`src/rtl/aes_sha3_pkg.sv`:
```
// Shared types and sizes for the AES/SHA3 host sequencer.
// Latency: n/a (declarations only).
// Backpressure: n/a.
package aes_sha3_pkg;

  localparam int KEY_BYTES              = 32;
  localparam int MSG_BYTES              = 16;
  localparam int CIPHER_BYTES           = 16;
  localparam int MAC_BYTES              = 32;
  localparam int TIMEOUT_CYCLES_DEFAULT = 65535;

  typedef enum logic [3:0] {
    ST_IDLE,
    ST_SEND_KEY,
    ST_WAIT_BUSY,
    ST_WAIT_MSG,
    ST_SEND_MSG,
    ST_WAIT_OUT,
    ST_RX_CIPHER,
    ST_RX_MAC,
    ST_DONE
  } state_t;

endpackage

```
`src/rtl/aes_sha3_host_seq_if.sv`:
```
// Command/result handshake plus byte-serial core port of the host sequencer.
// Latency: n/a (wiring only).
// Backpressure: cmd valid/ready in, res valid/ready out; core side has no backpressure.
interface aes_sha3_host_seq_if;

  // command side
  logic         cmd_valid;
  logic         cmd_ready;
  logic [255:0] cmd_salt_key;
  logic [127:0] cmd_msg;
  logic         cmd_mode;

  // result side
  logic         res_valid;
  logic         res_ready;
  logic [127:0] res_cipher;
  logic [255:0] res_mac;
  logic         res_err;

  // byte-serial core side
  logic [7:0]   dut_data;
  logic         dut_start;
  logic         dut_mode;
  logic [7:0]   dut_odata;
  logic         dut_ovalid;
  logic         dut_ien;

  // the sequencer itself
  modport master (
    input  cmd_valid, cmd_salt_key, cmd_msg, cmd_mode, res_ready,
    input  dut_odata, dut_ovalid, dut_ien,
    output cmd_ready, res_valid, res_cipher, res_mac, res_err,
    output dut_data, dut_start, dut_mode
  );

  // everything around it: bus adapter and core
  modport slave (
    output cmd_valid, cmd_salt_key, cmd_msg, cmd_mode, res_ready,
    output dut_odata, dut_ovalid, dut_ien,
    input  cmd_ready, res_valid, res_cipher, res_mac, res_err,
    input  dut_data, dut_start, dut_mode
  );

endinterface

```
`src/rtl/byte_deser.sv`:
```
// Indexed byte-capture register: writes one byte at a chosen lane, clears as a whole.
// Latency: one cycle from write-enable to visible byte.
// Backpressure: none; every enabled write lands.
module byte_deser #(
  parameter  int NBYTES = 16,
  localparam int IW     = $clog2(NBYTES)
) (
  input  logic                  clk,
  input  logic                  rst,
  input  logic                  clr,
  input  logic                  we,
  input  logic [IW-1:0]         idx,
  input  logic [7:0]            din,
  output logic [NBYTES*8-1:0]   dat
);

  // byte lane idx receives din; clear wipes any partial result
  always_ff @(posedge clk) begin
    if (rst || clr) begin
      dat <= '0;
    end else if (we) begin
      dat[{idx, 3'b000} +: 8] <= din;
    end
  end

endmodule

```
`src/rtl/aes_sha3_host_seq.sv`:
```
// Host sequencer for the byte-serial AES/SHA3 PBKDF2-HMAC core (watchdog under AES_SHA3_HOST_TIMEOUT_EN).
// Latency: first key byte the cycle after accept; res_valid the cycle after the last MAC byte.
// Backpressure: cmd_ready only in IDLE; result held until res_ready; key/msg strobes are never gapped.
module aes_sha3_host_seq
  import aes_sha3_pkg::*;
#(
  parameter int TIMEOUT_CYCLES = TIMEOUT_CYCLES_DEFAULT
) (
  input  logic                 clk,
  input  logic                 rst,
  aes_sha3_host_seq_if.master  bus
);

  localparam logic [5:0] KEY_N      = 6'(KEY_BYTES);
  localparam logic [5:0] MSG_N      = 6'(MSG_BYTES);
  localparam logic [5:0] CIPHER_END = 6'(CIPHER_BYTES - 1);
  localparam logic [5:0] MAC_END    = 6'(MAC_BYTES - 1);

  state_t         state, state_nxt;
  logic [5:0]     cnt, cnt_nxt;
  logic [255:0]   key_sr, key_sr_nxt;
  logic [127:0]   msg_sr, msg_sr_nxt;
  logic           mode_r, mode_nxt;
  logic           cmd_ready_r, cmd_ready_nxt;
  logic           res_valid_r, res_valid_nxt;
  logic           start_r, start_nxt;
  logic [7:0]     data_r, data_nxt;
  logic           res_clr, cipher_we, mac_we;
  logic [127:0]   cipher_dat;
  logic [255:0]   mac_dat;

`ifdef AES_SHA3_HOST_TIMEOUT_EN
  localparam logic [15:0] WD_LAST = 16'(TIMEOUT_CYCLES - 1);
  logic [15:0] wd_cnt;
  logic        in_wait, progress, timeout;
  logic        err_r;
`endif

  // next-state, next-output and capture-enable decode
  always_comb begin
    state_nxt     = state;
    cnt_nxt       = cnt;
    key_sr_nxt    = key_sr;
    msg_sr_nxt    = msg_sr;
    mode_nxt      = mode_r;
    res_valid_nxt = res_valid_r;
    start_nxt     = 1'b0;
    data_nxt      = 8'h00;
    res_clr       = 1'b0;
    cipher_we     = 1'b0;
    mac_we        = 1'b0;
`ifdef AES_SHA3_HOST_TIMEOUT_EN
    in_wait       = 1'b0;
    progress      = 1'b0;
    timeout       = 1'b0;
`endif

    case (state)
      ST_IDLE: begin
        cnt_nxt = '0;
        if (bus.cmd_valid && cmd_ready_r) begin
          // first key byte goes out straight from the command bus
          state_nxt  = ST_SEND_KEY;
          key_sr_nxt = {bus.cmd_salt_key[247:0], 8'h00};
          msg_sr_nxt = bus.cmd_msg;
          mode_nxt   = bus.cmd_mode;
          start_nxt  = 1'b1;
          data_nxt   = bus.cmd_salt_key[255:248];
          cnt_nxt    = 6'd1;
          res_clr    = 1'b1;
        end
      end

      ST_SEND_KEY: begin
        if (cnt == KEY_N) begin
          cnt_nxt   = '0;
          state_nxt = ST_WAIT_BUSY;
        end else begin
          start_nxt  = 1'b1;
          data_nxt   = key_sr[255:248];
          key_sr_nxt = {key_sr[247:0], 8'h00};
          cnt_nxt    = cnt + 6'd1;
        end
      end

      ST_WAIT_BUSY: begin
        if (bus.dut_ien) state_nxt = ST_WAIT_MSG;
      end

      ST_WAIT_MSG: begin
        // derivation finished: the first message byte leaves on the same edge
        if (!bus.dut_ien) begin
          state_nxt  = ST_SEND_MSG;
          start_nxt  = 1'b1;
          data_nxt   = msg_sr[127:120];
          msg_sr_nxt = {msg_sr[119:0], 8'h00};
          cnt_nxt    = 6'd1;
        end
      end

      ST_SEND_MSG: begin
        if (cnt == MSG_N) begin
          cnt_nxt   = '0;
          state_nxt = ST_WAIT_OUT;
        end else begin
          start_nxt  = 1'b1;
          data_nxt   = msg_sr[127:120];
          msg_sr_nxt = {msg_sr[119:0], 8'h00};
          cnt_nxt    = cnt + 6'd1;
        end
      end

      ST_WAIT_OUT: begin
        if (bus.dut_ovalid) begin
          cipher_we = 1'b1;
          cnt_nxt   = 6'd1;
          state_nxt = ST_RX_CIPHER;
        end
      end

      ST_RX_CIPHER: begin
        if (bus.dut_ovalid) begin
          cipher_we = 1'b1;
          if (cnt == CIPHER_END) begin
            cnt_nxt   = '0;
            state_nxt = ST_RX_MAC;
          end else begin
            cnt_nxt = cnt + 6'd1;
          end
        end
      end

      ST_RX_MAC: begin
        if (bus.dut_ovalid) begin
          mac_we = 1'b1;
          if (cnt == MAC_END) begin
            cnt_nxt       = '0;
            state_nxt     = ST_DONE;
            res_valid_nxt = 1'b1;
          end else begin
            cnt_nxt = cnt + 6'd1;
          end
        end
      end

      ST_DONE: begin
        if (res_valid_r && bus.res_ready) begin
          state_nxt     = ST_IDLE;
          res_valid_nxt = 1'b0;
          mode_nxt      = 1'b0;
        end
      end

      default: state_nxt = ST_IDLE;
    endcase

`ifdef AES_SHA3_HOST_TIMEOUT_EN
    // no progress for the whole window: abandon the transaction with an error
    in_wait  = state inside {ST_WAIT_BUSY, ST_WAIT_MSG, ST_WAIT_OUT, ST_RX_CIPHER, ST_RX_MAC};
    progress = (state_nxt != state) || cipher_we || mac_we;
    timeout  = in_wait && !progress && (wd_cnt == WD_LAST);
    if (timeout) begin
      state_nxt     = ST_DONE;
      res_valid_nxt = 1'b1;
      cnt_nxt       = '0;
    end
`endif

    cmd_ready_nxt = (state_nxt == ST_IDLE);
  end

  // state and registered outputs
  always_ff @(posedge clk) begin
    if (rst) begin
      state       <= ST_IDLE;
      cnt         <= '0;
      key_sr      <= '0;
      msg_sr      <= '0;
      mode_r      <= 1'b0;
      cmd_ready_r <= 1'b1;
      res_valid_r <= 1'b0;
      start_r     <= 1'b0;
      data_r      <= 8'h00;
    end else begin
      state       <= state_nxt;
      cnt         <= cnt_nxt;
      key_sr      <= key_sr_nxt;
      msg_sr      <= msg_sr_nxt;
      mode_r      <= mode_nxt;
      cmd_ready_r <= cmd_ready_nxt;
      res_valid_r <= res_valid_nxt;
      start_r     <= start_nxt;
      data_r      <= data_nxt;
    end
  end

`ifdef AES_SHA3_HOST_TIMEOUT_EN
  // progress watchdog, cleared outside the waiting states and on any progress
  always_ff @(posedge clk) begin
    if (rst || !in_wait || progress) begin
      wd_cnt <= '0;
    end else begin
      wd_cnt <= wd_cnt + 16'd1;
    end
  end

  // error flag lives for the duration of the aborted result
  always_ff @(posedge clk) begin
    if (rst) begin
      err_r <= 1'b0;
    end else if (timeout) begin
      err_r <= 1'b1;
    end else if (state == ST_DONE && res_valid_r && bus.res_ready) begin
      err_r <= 1'b0;
    end
  end

  assign bus.res_err = err_r;
`else
  logic unused_timeout;
  assign unused_timeout = (TIMEOUT_CYCLES != 0);
  assign bus.res_err    = 1'b0;
`endif

  byte_deser #(.NBYTES(CIPHER_BYTES)) u_cipher (
    .clk (clk),
    .rst (rst),
    .clr (res_clr),
    .we  (cipher_we),
    .idx (cnt[3:0]),
    .din (bus.dut_odata),
    .dat (cipher_dat)
  );

  byte_deser #(.NBYTES(MAC_BYTES)) u_mac (
    .clk (clk),
    .rst (rst),
    .clr (res_clr),
    .we  (mac_we),
    .idx (cnt[4:0]),
    .din (bus.dut_odata),
    .dat (mac_dat)
  );

  assign bus.cmd_ready  = cmd_ready_r;
  assign bus.res_valid  = res_valid_r;
  assign bus.res_cipher = cipher_dat;
  assign bus.res_mac    = mac_dat;
  assign bus.dut_data   = data_r;
  assign bus.dut_start  = start_r;
  assign bus.dut_mode   = mode_r;

endmodule

```
`src/flat_wrapper.sv`:
```
// flat-port wrapper written by rule: the top's interface ports become plain ports
module aes_sha3_host_seq_flat import aes_sha3_pkg::*;
#(
  parameter int TIMEOUT_CYCLES = TIMEOUT_CYCLES_DEFAULT
)
  (clk, rst, bus_cmd_valid, bus_cmd_salt_key, bus_cmd_msg, bus_cmd_mode, bus_res_ready, bus_dut_odata, bus_dut_ovalid, bus_dut_ien, bus_cmd_ready, bus_res_valid, bus_res_cipher, bus_res_mac, bus_res_err, bus_dut_data, bus_dut_start, bus_dut_mode);
  aes_sha3_host_seq_if bus_i ();
  input  logic clk;
  input  logic rst;
  input wire logic [$bits(bus_i.cmd_valid)-1:0] bus_cmd_valid;
  input wire logic [$bits(bus_i.cmd_salt_key)-1:0] bus_cmd_salt_key;
  input wire logic [$bits(bus_i.cmd_msg)-1:0] bus_cmd_msg;
  input wire logic [$bits(bus_i.cmd_mode)-1:0] bus_cmd_mode;
  input wire logic [$bits(bus_i.res_ready)-1:0] bus_res_ready;
  input wire logic [$bits(bus_i.dut_odata)-1:0] bus_dut_odata;
  input wire logic [$bits(bus_i.dut_ovalid)-1:0] bus_dut_ovalid;
  input wire logic [$bits(bus_i.dut_ien)-1:0] bus_dut_ien;
  output wire logic [$bits(bus_i.cmd_ready)-1:0] bus_cmd_ready;
  output wire logic [$bits(bus_i.res_valid)-1:0] bus_res_valid;
  output wire logic [$bits(bus_i.res_cipher)-1:0] bus_res_cipher;
  output wire logic [$bits(bus_i.res_mac)-1:0] bus_res_mac;
  output wire logic [$bits(bus_i.res_err)-1:0] bus_res_err;
  output wire logic [$bits(bus_i.dut_data)-1:0] bus_dut_data;
  output wire logic [$bits(bus_i.dut_start)-1:0] bus_dut_start;
  output wire logic [$bits(bus_i.dut_mode)-1:0] bus_dut_mode;
  assign bus_i.cmd_valid = bus_cmd_valid;
  assign bus_i.cmd_salt_key = bus_cmd_salt_key;
  assign bus_i.cmd_msg = bus_cmd_msg;
  assign bus_i.cmd_mode = bus_cmd_mode;
  assign bus_i.res_ready = bus_res_ready;
  assign bus_i.dut_odata = bus_dut_odata;
  assign bus_i.dut_ovalid = bus_dut_ovalid;
  assign bus_i.dut_ien = bus_dut_ien;
  assign bus_cmd_ready = bus_i.cmd_ready;
  assign bus_res_valid = bus_i.res_valid;
  assign bus_res_cipher = bus_i.res_cipher;
  assign bus_res_mac = bus_i.res_mac;
  assign bus_res_err = bus_i.res_err;
  assign bus_dut_data = bus_i.dut_data;
  assign bus_dut_start = bus_i.dut_start;
  assign bus_dut_mode = bus_i.dut_mode;
  aes_sha3_host_seq #(.TIMEOUT_CYCLES(TIMEOUT_CYCLES)) u_core (.clk(clk), .rst(rst), .bus(bus_i));
endmodule
```
`config.mk`:
```
export PLATFORM = sky130hd
export DESIGN_NAME = aes_sha3_host_seq_flat
export DESIGN_NICKNAME = d
export VERILOG_FILES = /design/src/rtl/aes_sha3_pkg.sv /design/src/rtl/aes_sha3_host_seq_if.sv /design/src/rtl/byte_deser.sv /design/src/rtl/aes_sha3_host_seq.sv /design/src/flat_wrapper.sv
export SDC_FILE = /design/constraint.sdc
export NUM_CORES = 2
export LEC_CHECK = 0
export BUFFER_PORTS_ARGS = -buffer_cell sky130_fd_sc_hd__buf_2
export CAP_MARGIN = 20
export CORE_AREA = 2 2 312 314
export DETAILED_ROUTE_END_ITERATION = 10
export DIE_AREA = 0 0 314 316
export GPL_ROUTABILITY_DRIVEN = 0
export SETUP_SLACK_MARGIN = 0.02
export SYNTH_ARGS = -nofsm -noshare
export SYNTH_HDL_FRONTEND = slang
export SYNTH_SLANG_ARGS = --single-unit
```
`constraint.sdc`:
```
create_clock -name clk -period 3.3 [get_ports clk]
set_input_delay 0.66 -clock clk [delete_from_list [all_inputs] [get_ports clk]]
set_output_delay 0.66 -clock clk [all_outputs]
set_load 0.02 [all_outputs]
```
==> results.md <==
* Synth Warn # at 0
* Vias per inst at 5.01
* Core area at 96,000 sq um
* CTS-repair resized insts at 0
* Max Cap Violations at 0
* Buffers on Ports at 794
* Cell variety after synth at 66
* RSZ-0062 raised after global routing: no
* Synth area leader: dfxtp_1
* Post-Syn Instances at 3,308
* Final WL at 109 mm
* Initial Util at 0.327
* Fmax at 0.338 GHz
* Final Setup Violations at 0
* Maximum fanout along the worst path at 14
* Vias after detailed routing at 26,900
* DRC at 0
* Main synth FF type: dfxtp_1
* DRT met1 WL at 44.7 mm
* Clk buf depth at 3
* Overall power at 23.7 mW
* P&R area growth vs syn at 27.9%
* EDFF count, synth at 0
* Clock transition at path regs at 0.06 ns
* DRT iter0 DRCs at 1,875
* Final hold viol count at 0
* WL met3 at 7.99 mm
* Crit end category: register
* Commonest cells post-synth: dfxtp_1, nor2_1, mux2i_1
* Critical path class: register to register
* Initial antenna violation count at 53
* Syn avg cell area at 9.49 sq um
* Largest net degree at the start of global routing at 200
* CP Data Required Time at 3.89 ns
* Setup TNS at 0 ns
* Max rail drop VDD at 0.582 mV
* Max Slew Vio Count at 0
* Cts bufs inserted at 89
* Met2 WL at 53.1 mm
* Status: completed
* Crit start category: register
* Die ar. at 99,200 sq um
* Dominant cells by area after synthesis: dfxtp_1, mux2i_1, a211oi_1, nor2_1, nand3_1
* Reg-to-reg slack, setup at 0.34 ns
* Global-route wire length before repair at 159 mm
* LEAKAGE at 16.8 nW
* Hpwl dp at 79.0 mm
* CTS tree: yes
* Post-synth ARST share at 0
* Vias in the first global route at 25,200
* Post-CTS repair timing setup buffer count at 0
* Yosys reg bits at 782
* Yosys top cell area share at 0.499
* WP data arrival at 3.55 ns
* Layout cell share with drive strength beyond 1 at 0.285
* Net total in the final layout at 4,409
* Most frequent cell after synthesis: dfxtp_1
* Worst-margin pin slew at 1.17 ns
* PD cells at 590 nW/um^2
* Final Cycle Share at 0.897
* GR Overflow Total at 0
* Die height at 316 um
* Clk sinks at 782
* Hold Buf Count CTS at 0
* Mapped Area at 31,400 sq um
* Ports at 796
* Final min period at 2.96 ns
* Fin util at 0.418
* Hold Crit Class: primary input to register
* Row cnt at 114
* Worst-skew pair later-pin latency at 0.66 ns
* CTS HTree Levels at 3
* GR Util All Layers at 0.209
* First drt pass iteration count at 5
* Fill cell count at 9,464
* Mapped Nets at 3,712
* Root buffer cell: clkbuf_16
* Die width at 314 um
* Slew headroom at 0.219
* Top Metal Used: met5
* Register area share after synthesis at 0.499
* Drt wl/cell at 20.2 um
* Fin Clk Skew at 0.0156 ns
* Post-route ant nets at 0
cells in the final DEF, fill, tap and decap left out, drive strengths merged, types with 10 or more instances in the layout:
cell type	synthesis	final
a31o	76	76
a211oi	365	365
nand4	11	11
nor2b	11	11
nand2	62	62
diode	0	19
clkinv	0	18
and3	12	12
nor2	565	565
nor3	29	29
inv	10	18
bufinv	0	10
a21oi	31	31
and2	11	11
buf	91	907
o211ai	24	24
o21ai	185	185
clkbuf	210	125
nand3	236	236
mux2i	480	480
o31ai	25	25
dfxtp	782	782
registers in the layout, indices dropped and copies added (netlist names):
name                  flops
u_core.bus.dut_data       8
u_core.state              4
u_core.bus.res_valid      1
u_core.u_mac.dat        256
u_core.bus.dut_mode       1
u_core.msg_sr           128
u_core.u_cipher.dat     128
u_core.bus.dut_start      1
u_core.key_sr           248
u_core.bus.cmd_ready      1
u_core.cnt                6
per-layer routing:
layer | vias up | global-route usage
met2 | 825 | 0.360
met5 | - | 0
met1 | 12400 | 0.249
li1 | 13400 | -
met3 | 194 | 0.0633
met4 | 58 | 0.0661
per-stage QoR:
stage,std cells,hold slack (ns),cell area (sq um),worst slack (ns)
3_3_place_gp,5178,0.437,36900,0.394
3_5_place_dp,5180,0.441,36900,0.395
6_report,5373,0.265,40100,0.341
5_1_grt,5370,0.244,40100,0.104
4_1_cts,5344,0.191,40000,0.363
2_1_floorplan,3308,0.460,31400,0.485
layout make-up:
| cell class | instances | area (sq um) | share of cell area |
|---|---|---|---|
| clock inverter | 39 | 523 | 0.0130 |
| clock buffer | 125 | 2600 | 0.0649 |
| antenna | 19 | 47.5 | 0.00118 |
| multi-input combinational | 2215 | 14500 | 0.362 |
| tap | 1276 | 1600 | 0.0398 |
| inverter | 10 | 37.5 | 0.000935 |
| sequential | 782 | 15700 | 0.390 |
| timing repair buffer | 907 | 5130 | 0.128 |
power breakdown:
group          switching (mW)  internal [mW]
combinational            1.67           1.12
sequential              0.359           10.1
clock                    4.15           6.32
total                    6.18           17.5
logic make-up (layout without fill, tap and decap cells):
family / after synthesis / after routing / synth area share
AOI/OAI and AO/OA: 748 / 748 / 0.168
xor gates and xnor gates: 7 / 7 / 0.00195
adders and majority gates: 5 / 5 / 0.00199
buffers and inverters: 311 / 1081 / 0.0404
DFF: 782 / 782 / 0.499
muxes: 481 / 481 / 0.153
other: 1 / 20 / 0.000120
and+or+nand+nor: 973 / 973 / 0.135
worst max-delay path, stage by stage, from the launching register on:
cell and delay, ns:
dfxtp_1 0.32, inv_1 0.08, ha_1 0.57, nor2b_1 0.44
nor2b_1 0.68, nand3_1 0.44, nor2_1 0.23, a31o_2 0.13
worst paths after layout:
kind,from,to,cells after the start
worst max-delay path,u_core.cnt[0]$_SDFFE_PP0P_,u_core.u_mac.dat[242]$_SDFFE_PP0P_,7
worst min-delay path,bus_cmd_salt_key[2],u_core.key_sr[10]$_SDFFE_PP0P_,3
worst max register to register,u_core.cnt[0]$_SDFFE_PP0P_,u_core.u_mac.dat[242]$_SDFFE_PP0P_,7
worst min register to register,u_core.u_cipher.dat[8]$_SDFFE_PP0P_,u_core.u_cipher.dat[8]$_SDFFE_PP0P_,2
No activity file was read; power rests on OpenSTA's default activity.
